--- src/rtl/elink_trig_pkg.sv ---
// Shared types and bus widths for the elink trigger scrubber read controller.
package elink_trig_pkg;
  localparam int WB_ADDR_W = 4;
  localparam int WB_DATA_W = 12;

  typedef enum logic [1:0] {IDLE, ISSUE, WAIT_ACK} state_t;
  typedef enum logic {HOST, SCAN} owner_t;
endpackage

--- src/rtl/elink_trig_scrub_ctrl_if.sv ---
// Wishbone-style port to the scrubber register bank: stb/stall request, ack/data response.
interface elink_trig_scrub_ctrl_if;
  import elink_trig_pkg::*;

  logic [WB_ADDR_W-1:0] o_wb_addr;
  logic                 o_wb_stb;
  logic [WB_DATA_W-1:0] i_wb_data;
  logic                 i_wb_ack;
  logic                 i_wb_stall;

  modport master (output o_wb_addr, o_wb_stb, input i_wb_data, i_wb_ack, i_wb_stall);
  modport slave  (input o_wb_addr, o_wb_stb, output i_wb_data, i_wb_ack, i_wb_stall);
endinterface

--- src/rtl/elink_scan_timer.sv ---
// Periodic scan trigger: period down-counter, pending flag and scan address pointer.
module elink_scan_timer
  import elink_trig_pkg::*;
#(
  parameter int N_ADDR      = 16,
  parameter int SCAN_PERIOD = 1024
) (
  input  logic                 clk,
  input  logic                 rst,
  input  logic                 i_scan_en,
  input  logic                 i_txn_done,
  output logic                 o_pending,
  output logic [WB_ADDR_W-1:0] o_addr,
  output logic                 o_last
);
  localparam int CW = $clog2(SCAN_PERIOD);
  localparam logic [CW-1:0]        RELOAD = CW'(SCAN_PERIOD - 1);
  localparam logic [WB_ADDR_W-1:0] LAST_A = WB_ADDR_W'(N_ADDR - 1);

  logic [CW-1:0]        r_cnt;
  logic                 r_pending;
  logic [WB_ADDR_W-1:0] r_ptr;
  logic                 w_last;

  assign w_last = (r_ptr == LAST_A);

  always_ff @(posedge clk) begin
    if (rst || !i_scan_en) begin
      r_cnt     <= RELOAD;
      r_pending <= 1'b0;
      r_ptr     <= '0;
    end else begin
      // An expiry while a scan is still pending is dropped, never queued.
      if (r_cnt == '0) begin
        r_cnt <= RELOAD;
        if (!r_pending) r_pending <= 1'b1;
      end else begin
        r_cnt <= r_cnt - 1'b1;
      end
      // Completions of a transaction left over from a disabled scan are ignored.
      if (i_txn_done && r_pending) begin
        if (w_last) begin
          r_ptr     <= '0;
          r_pending <= 1'b0;
        end else begin
          r_ptr <= r_ptr + 1'b1;
        end
      end
    end
  end

  assign o_pending = r_pending;
  assign o_addr    = r_ptr;
  assign o_last    = w_last;
endmodule

--- src/rtl/elink_trig_scrub_ctrl.sv ---
// Arbitrates host reads and periodic scan reads onto the single scrubber port,
// with a per-transaction timeout and saturating timeout counter.
module elink_trig_scrub_ctrl
  import elink_trig_pkg::*;
#(
  parameter int N_ADDR      = 16,
  parameter int SCAN_PERIOD = 1024,
  parameter int TIMEOUT     = 15
) (
  input  logic                 clk,
  input  logic                 rst,
  input  logic                 i_scan_en,
  input  logic                 i_host_req,
  input  logic [WB_ADDR_W-1:0] i_host_addr,
  output logic                 o_host_gnt,
  output logic                 o_host_valid,
  output logic [WB_DATA_W-1:0] o_host_data,
  output logic                 o_host_err,
  output logic                 o_scan_valid,
  output logic [WB_ADDR_W-1:0] o_scan_addr,
  output logic [WB_DATA_W-1:0] o_scan_data,
  output logic                 o_scan_done,
  output logic [7:0]           o_timeout_cnt,
  elink_trig_scrub_ctrl_if.master wb
);
  localparam int TW = $clog2(TIMEOUT);
  localparam logic [TW-1:0] TMR_LAST = TW'(TIMEOUT - 1);

  state_t               r_state;
  owner_t               r_owner;
  logic [WB_ADDR_W-1:0] r_addr;
  logic                 r_stb;
  logic [TW-1:0]        r_tmr;
  logic                 r_host_gnt;
  logic                 r_host_valid;
  logic [WB_DATA_W-1:0] r_host_data;
  logic                 r_host_err;
  logic                 r_scan_valid;
  logic [WB_ADDR_W-1:0] r_scan_addr;
  logic [WB_DATA_W-1:0] r_scan_data;
  logic                 r_scan_done;
  logic [7:0]           r_timeout_cnt;

  logic                 w_ack_ok;
  logic                 w_tmo;
  logic                 w_scan_txn_done;
  logic                 w_pending;
  logic                 w_last;
  logic [WB_ADDR_W-1:0] w_scan_ptr;

  // Ack only counts in WAIT_ACK, and it beats a timeout firing on the same edge.
  assign w_ack_ok        = (r_state == WAIT_ACK) && wb.i_wb_ack;
  assign w_tmo           = (r_state != IDLE) && (r_tmr == TMR_LAST) && !w_ack_ok;
  assign w_scan_txn_done = (r_owner == SCAN) && (w_ack_ok || w_tmo);

  elink_scan_timer #(
    .N_ADDR      (N_ADDR),
    .SCAN_PERIOD (SCAN_PERIOD)
  ) u_scan_timer (
    .clk        (clk),
    .rst        (rst),
    .i_scan_en  (i_scan_en),
    .i_txn_done (w_scan_txn_done),
    .o_pending  (w_pending),
    .o_addr     (w_scan_ptr),
    .o_last     (w_last)
  );

  always_ff @(posedge clk) begin
    if (rst) begin
      r_state       <= IDLE;
      r_owner       <= HOST;
      r_addr        <= '0;
      r_stb         <= 1'b0;
      r_tmr         <= '0;
      r_host_gnt    <= 1'b0;
      r_host_valid  <= 1'b0;
      r_host_data   <= '0;
      r_host_err    <= 1'b0;
      r_scan_valid  <= 1'b0;
      r_scan_addr   <= '0;
      r_scan_data   <= '0;
      r_scan_done   <= 1'b0;
      r_timeout_cnt <= '0;
    end else begin
      r_host_gnt   <= 1'b0;
      r_host_valid <= 1'b0;
      r_host_err   <= 1'b0;
      r_scan_valid <= 1'b0;
      r_scan_done  <= 1'b0;
      case (r_state)
        IDLE: begin
          r_tmr <= '0;
          if (i_host_req) begin
            r_addr     <= i_host_addr;
            r_owner    <= HOST;
            r_host_gnt <= 1'b1;
            r_stb      <= 1'b1;
            r_state    <= ISSUE;
          end else if (w_pending) begin
            r_addr  <= w_scan_ptr;
            r_owner <= SCAN;
            r_stb   <= 1'b1;
            r_state <= ISSUE;
          end
        end
        ISSUE, WAIT_ACK: begin
          if (w_tmo) begin
            r_stb   <= 1'b0;
            r_state <= IDLE;
            if (r_timeout_cnt != 8'hFF) r_timeout_cnt <= r_timeout_cnt + 8'd1;
            if (r_owner == HOST) r_host_err <= 1'b1;
            else                 r_scan_done <= w_last && w_pending;
          end else begin
            r_tmr <= r_tmr + 1'b1;
            if ((r_state == ISSUE) && !wb.i_wb_stall) begin
              r_stb   <= 1'b0;
              r_state <= WAIT_ACK;
            end
            if (w_ack_ok) begin
              r_state <= IDLE;
              if (r_owner == HOST) begin
                r_host_valid <= 1'b1;
                r_host_data  <= wb.i_wb_data;
              end else begin
                r_scan_valid <= 1'b1;
                r_scan_addr  <= r_addr;
                r_scan_data  <= wb.i_wb_data;
                r_scan_done  <= w_last && w_pending;
              end
            end
          end
        end
        default: r_state <= IDLE;
      endcase
    end
  end

  assign wb.o_wb_addr  = r_addr;
  assign wb.o_wb_stb   = r_stb;
  assign o_host_gnt    = r_host_gnt;
  assign o_host_valid  = r_host_valid;
  assign o_host_data   = r_host_data;
  assign o_host_err    = r_host_err;
  assign o_scan_valid  = r_scan_valid;
  assign o_scan_addr   = r_scan_addr;
  assign o_scan_data   = r_scan_data;
  assign o_scan_done   = r_scan_done;
  assign o_timeout_cnt = r_timeout_cnt;
endmodule
--- src/flat_wrapper.sv ---
// flat-port wrapper written by rule: the top's interface ports become plain ports
module elink_trig_scrub_ctrl_flat import elink_trig_pkg::*;
#(
  parameter int N_ADDR      = 16,
  parameter int SCAN_PERIOD = 1024,
  parameter int TIMEOUT     = 15
)
  (clk, rst, i_scan_en, i_host_req, i_host_addr, o_host_gnt, o_host_valid, o_host_data, o_host_err, o_scan_valid, o_scan_addr, o_scan_data, o_scan_done, o_timeout_cnt, wb_o_wb_addr, wb_o_wb_stb, wb_i_wb_data, wb_i_wb_ack, wb_i_wb_stall);
  elink_trig_scrub_ctrl_if wb_i ();
  input  logic clk;
  input  logic rst;
  input  logic i_scan_en;
  input  logic i_host_req;
  input  logic [WB_ADDR_W-1:0] i_host_addr;
  output logic o_host_gnt;
  output logic o_host_valid;
  output logic [WB_DATA_W-1:0] o_host_data;
  output logic o_host_err;
  output logic o_scan_valid;
  output logic [WB_ADDR_W-1:0] o_scan_addr;
  output logic [WB_DATA_W-1:0] o_scan_data;
  output logic o_scan_done;
  output logic [7:0] o_timeout_cnt;
  output wire logic [$bits(wb_i.o_wb_addr)-1:0] wb_o_wb_addr;
  output wire logic [$bits(wb_i.o_wb_stb)-1:0] wb_o_wb_stb;
  input wire logic [$bits(wb_i.i_wb_data)-1:0] wb_i_wb_data;
  input wire logic [$bits(wb_i.i_wb_ack)-1:0] wb_i_wb_ack;
  input wire logic [$bits(wb_i.i_wb_stall)-1:0] wb_i_wb_stall;
  assign wb_o_wb_addr = wb_i.o_wb_addr;
  assign wb_o_wb_stb = wb_i.o_wb_stb;
  assign wb_i.i_wb_data = wb_i_wb_data;
  assign wb_i.i_wb_ack = wb_i_wb_ack;
  assign wb_i.i_wb_stall = wb_i_wb_stall;
  elink_trig_scrub_ctrl #(.N_ADDR(N_ADDR), .SCAN_PERIOD(SCAN_PERIOD), .TIMEOUT(TIMEOUT)) u_core (.clk(clk), .rst(rst), .i_scan_en(i_scan_en), .i_host_req(i_host_req), .i_host_addr(i_host_addr), .o_host_gnt(o_host_gnt), .o_host_valid(o_host_valid), .o_host_data(o_host_data), .o_host_err(o_host_err), .o_scan_valid(o_scan_valid), .o_scan_addr(o_scan_addr), .o_scan_data(o_scan_data), .o_scan_done(o_scan_done), .o_timeout_cnt(o_timeout_cnt), .wb(wb_i));
endmodule
--- config.mk ---
export PLATFORM = sky130hd
export DESIGN_NAME = elink_trig_scrub_ctrl_flat
export DESIGN_NICKNAME = d
export VERILOG_FILES = /design/src/rtl/elink_trig_pkg.sv /design/src/rtl/elink_trig_scrub_ctrl_if.sv /design/src/rtl/elink_scan_timer.sv /design/src/rtl/elink_trig_scrub_ctrl.sv /design/src/flat_wrapper.sv
export SDC_FILE = /design/constraint.sdc
export NUM_CORES = 1
export LEC_CHECK = 0
export BUFFER_PORTS_ARGS = -buffer_cell sky130_fd_sc_hd__buf_2
export CAP_MARGIN = 10
export CORE_MARGIN = 5
export CORE_UTILIZATION = 40
export DETAILED_ROUTE_END_ITERATION = 10
export SLEW_MARGIN = 0
export SYNTH_ARGS = -nofsm -noshare
export SYNTH_HDL_FRONTEND = slang
export SYNTH_SLANG_ARGS = --single-unit
--- constraint.sdc ---
create_clock -name clk -period 5.65 [get_ports clk]
set_input_delay 0.565 -clock clk [delete_from_list [all_inputs] [get_ports clk]]
set_output_delay 0.565 -clock clk [all_outputs]
set_load 0.01 [all_outputs]
# Word level (Yosys, flattened, before mapping)
# Index checks and enable logic that the tools add are counted.
# totals
reg_bits,68
latchBits,0
ram_bits,0
rom_bits,0
in_bits,22
output_inout_bits,46
elab_cells,91
n_memories,0
# op_classes
n_addsub,4
mul,0
div,0
order_cmp,0
eq_ne,9
n_shift,0
n_mux,26
n_bitwise,5
reduce_logical,30
# op_table
cell,n
$mux W4,4
$mux W1,14
$logic_not A10 Y1,1
$mux W2,5
$sub A10 B1 Y10 const B,1
$add A4 B1 Y4 const B,2
$add A8 B1 Y8 const B,1
$eq A4 B4 Y1 const B,2
$ne A8 B8 Y1 const B,1
$pmux W4 S2,1
$reduce_and A4 Y1,2
$reduce_or A2 Y1,4
$logic_and A1 B1 Y1,7
$reduce_and A2 Y1,3
$reduce_and A3 Y1,2
$reduce_bool A2 Y1,3
$not A1 Y1,5
$ne A4 B1 Y1 const B,1
$pmux W2 S2,1
$reduce_or A4 Y1,1
$logic_not A1 Y1,3
$ne A3 B1 Y1 const B,1
$ne A3 B3 Y1 const B,1
$reduce_or A3 Y1,1
other kinds (6),7

# Depth between registers and ports, before layout
# depth
depth_word,8
ltp_mapped,9
mapped_depth_nobuf,6

# Cells and area by module
# Synthesis repeated with hierarchy kept, for this count alone.
# unflattened
cells_unflattened,335
area_unflattened_um2,2852.7
# by_module_without_submodules
module,instances,cells_each,area_per_inst_um2
elink_trig_scrub_ctrl,1,261,2189.6
elink_scan_timer,1,74,663.1

# Worst setup path after synthesis
# No wires, ideal clock.
# synth_timing
kind,flip-flop to flip-flop
startpoint,reg u_core.r_state[0]
endpoint,"reg u_core.r_timeout_cnt[5], in the netlist u_core.o_timeout_cnt[5]"
setup_time_ps,123
arrival_ps,1784
t_required_ps,5527
slack_ps,3742
path_stages_with_launch,8
period_less_slack_ps,1908
path_cell_list,dfxtp_1 > inv_1 > ha_1 > and4b_2 > nand2_2 > buf_6 > nor4_2 > mux2_1
# synth_via
elab_chain_len,5
word_cells_on_any_way,9
# synth_rtl
item,line_no,source
"start, declared",elink_trig_scrub_ctrl.sv:29,state_t r_state;
"start signal, assigned",elink_trig_scrub_ctrl.sv:71,r_state <= IDLE;
"start signal, assigned",elink_trig_scrub_ctrl.sv:99,r_state <= ISSUE;
"start signal, assigned",elink_trig_scrub_ctrl.sv:104,r_state <= ISSUE;
$eq A2 B2 Y1,"elink_trig_scrub_ctrl.sv:52, elink_trig_scrub_ctrl.sv:91",
$logic_and A1 B1 Y1,elink_trig_scrub_ctrl.sv:52,assign w_ack_ok = (r_state == WAIT_ACK) && wb.i_wb_ack;
$logic_not A1 Y1,elink_trig_scrub_ctrl.sv:53,assign w_tmo = (r_state != IDLE) && (r_tmr == TMR_LAST) && !w_ack_ok;
$logic_and A1 B1 Y1,elink_trig_scrub_ctrl.sv:53,
$reduce_and A3 Y1 (no line) *,--,
"end signal, assigned",elink_trig_scrub_ctrl.sv:111,if (r_timeout_cnt != 8'hFF) r_timeout_cnt <= r_timeout_cnt + 8'd1;
"end, declared",elink_trig_scrub_ctrl.sv:42,logic [7:0] r_timeout_cnt;
# Every way passes the cells marked *; elsewhere a longest branch is shown, timed or not.
# A chain may end at the register's enable or synchronous reset.

# Worst setup path after layout
# layout_timing
startpoint,reg u_core.r_state[1]
endpoint,"reg u_core.r_timeout_cnt[7], in the netlist u_core.o_timeout_cnt[7]"
# Same word-level chain as after synthesis.

==> reports/results.ini <==
[synth]
synth_async_sr_flop_share_pct=0
yosysWarnings=0
synth.distinct_cells=48
netlist_instances=330
synth-seq-cells=68
synth_top_flop_cell=dfxtp_1
synth_area_per_cell_um2=8.61
synth_edf_count=0
syn_area_um2=2840
synth_nets=361
yosysSeqAreaShare_pct=47.9

[critical_path]
rrSetupSlack_ns=3.34
cp-endpoint=u_core.o_timeout_cnt[7]$_SDFFE_PP0P_
r2r-start=u_core.r_state[1]$_SDFFE_PP0P_
reg2reg_depth=6
required_ns=5.88
cp_max_fo=14
cp-startpoint=u_core.r_state[1]$_SDFFE_PP0P_
r2r_end=u_core.o_timeout_cnt[7]$_SDFFE_PP0P_
cp-start-kind=register
critical_path_class=register to register
arrival_ns=2.53
cp-end-kind=register

[routing]
wl_met1_um=3120
met2_length_um=2710
ant_nets=0
via_count=2463
wl_per_cell_um=13.0
drt_iter0_markers=117
firstDrtPassIters=4
route.detailed.drc=0
wl_um=6390
drt-vias-per-instance=5.00
met3_length_um=491
top_layer=met4

[flow_run]
max_cap_viol_count=0

[place]
dpl.cell_count=477
io_buffers=67
gp_congestion=0.797
dpl.hpwl_um=4520

[clock_tree]
clk_latency_ns=0.34
hold_buffers=0
cts.clk_slew.worst_paths_ns=0.07
cts.sinks=68
clockRootBuffer=clkbuf_8
cts_tree=yes
cts-buffers-inserted=9
cts_max_path_buffers=2
htree_levels=3
cts_resized=0
post_cts_buffers=0

[power_and_ir_drop]
ir_worst_vdd_uv=130
power_density_nw_per_um2=299
p_leak_nw=1.39

[finish]
synthToLayoutAreaGrowth_pct=20.0
final_cell_mix=76 x nand2_1, 68 x dfxtp_1, 67 x buf_2
drive_gt1_share_pct=23.2
fin_util_pct=49.6
diodes=0
final_net_count=423
stdcell_count=493
layout.cells.most_common=nand2_1

[global_routing]
grt_remaining_overflow=0
grt_pass1_wl_um=10700
antenna_found_initial=0
grt_pass1_vias=2309
grt_start_max_net_pins=58
grt_use_total_pct=15.1

[timing]
drv_slew=0
period_minus_slack_ns=2.31
holdWs_ns=0.422
rsz0062_at_grt=false
setup_viol=0
relSlewSlack_pct=31.2
clock_skew_ns=0.00837
worst_pin_slew_ns=1.03
fmax_mhz=433
fin_crit_sh_pct=40.9
finalHoldViolations=0
setup_tns_ns=0

[floorplan]
fp.dieW_um=94.3
core-area_um2=6870
row_count=30
start_util_pct=41.3
io_pins=68
die_y_um=94.3
die-area_um2=8890

[run_status]
status=complete, no violations

[worst_hold_path]
hold_path_class=register to register

[Yosys cell counts (all sizes together) (2+ instances only)]
cell type / instances / area share, %
and2: 2 / 0.44
clkbuf: 9 / 1.2
nor2: 17 / 2.2
o31ai: 5 / 1.3
o21ai: 8 / 1.4
o41ai: 2 / 0.62
nor2b: 3 / 0.66
and4: 2 / 0.70
and3: 2 / 0.44
nand3: 8 / 1.4
a211oi: 7 / 1.9
nand3b: 2 / 0.53
or4: 7 / 2.0
mux2: 2 / 0.79
or3: 2 / 0.44
inv: 7 / 0.93
or4b: 2 / 0.70
buf: 8 / 1.8
xnor2: 5 / 1.5
mux2i: 7 / 2.5
nor4: 2 / 0.66
ha: 9 / 4.0
nor3b: 3 / 0.79
a21oi: 45 / 8.1
nand2b: 2 / 0.44
nor3: 5 / 0.88
nand2: 77 / 10
dfxtp: 68 / 48
[logic make-up after synthesis]
kind of cell | after synthesis | synth area share [%]
xor+xnor | 5 | 1.54
fa+ha+maj | 9 | 3.96
mux | 9 | 3.26
simple gates | 140 | 23.8
flops | 68 | 47.9
compound gates | 75 | 15.6
buf+inv | 24 | 3.88
[metal layers]
metal  track usage, %  vias to the layer above
met5                0                        -
met1             19.5                     1112
li1                 -                     1272
met3             4.73                        8
met4             6.50                        0
met2             23.0                       71
[state kept, by name (all words and copies together) (netlist names), 2 cells and up]
signal and flops:
u_core.o_host_data 12, u_core.o_scan_data 12, u_core.u_scan_timer.r_cnt 10, u_core.o_timeout_cnt 8, u_core.o_scan_addr 4, u_core.r_tmr 4
u_core.u_scan_timer.o_addr 4, u_core.wb.o_wb_addr 4, u_core.r_state 2
[worst min-delay path by stage]
stage	start	end	slack (ns)	depth (start not counted)
floorplan	u_core.u_scan_timer.r_cnt[0]$_SDFF_PP1_	u_core.u_scan_timer.r_cnt[0]$_SDFF_PP1_	0.39	1
global placement	u_core.u_scan_timer.r_cnt[0]$_SDFF_PP1_	u_core.u_scan_timer.r_cnt[0]$_SDFF_PP1_	0.40	1
detailed placement	u_core.u_scan_timer.r_cnt[0]$_SDFF_PP1_	u_core.u_scan_timer.r_cnt[0]$_SDFF_PP1_	0.41	1
CTS	u_core.u_scan_timer.r_cnt[0]$_SDFF_PP1_	u_core.u_scan_timer.r_cnt[0]$_SDFF_PP1_	0.42	1
global route	u_core.u_scan_timer.r_cnt[0]$_SDFF_PP1_	u_core.u_scan_timer.r_cnt[0]$_SDFF_PP1_	0.45	1
finish	u_core.u_scan_timer.r_cnt[0]$_SDFF_PP1_	u_core.u_scan_timer.r_cnt[0]$_SDFF_PP1_	0.42	1
[critical path, stage by stage (launching register included)]
cell and delay (ns):
dfxtp_1 0.38, inv_1 0.08, ha_1 0.46, a21boi_0 0.31, nand2_2 0.21, nor4b_1 0.38
mux2_2 0.37
[power by group]
part           leakage, nW  switching, mW  internal [mW]
combinational        0.744         0.0736         0.0504
sequential           0.550         0.0133          0.496
clock               0.0992          0.184          0.202
total                 1.39          0.271          0.749
[area by class of cell]
class | instances | area, um2
Sequential cell | 68 | 1360
Timing Repair Buffer | 68 | 343
Clock inverter | 7 | 66.3
Fill cell | 697 | 3460
Inverter | 7 | 26.3
Clock buffer | 9 | 124
Tap cell | 96 | 120
Multi-Input combinational cell | 238 | 1370
[per-stage QoR]
step	power, mW	setup WS (ns)	area (um2)
after global placement	0.643	3.45	3220
final	1.02	3.34	3410
after CTS	1.03	3.34	3410
after detailed placement	0.645	3.34	3220
after global routing	1.07	3.11	3410
after floorplan	0.606	3.74	2840
Note: power is estimated with default switching activity, not from simulation.
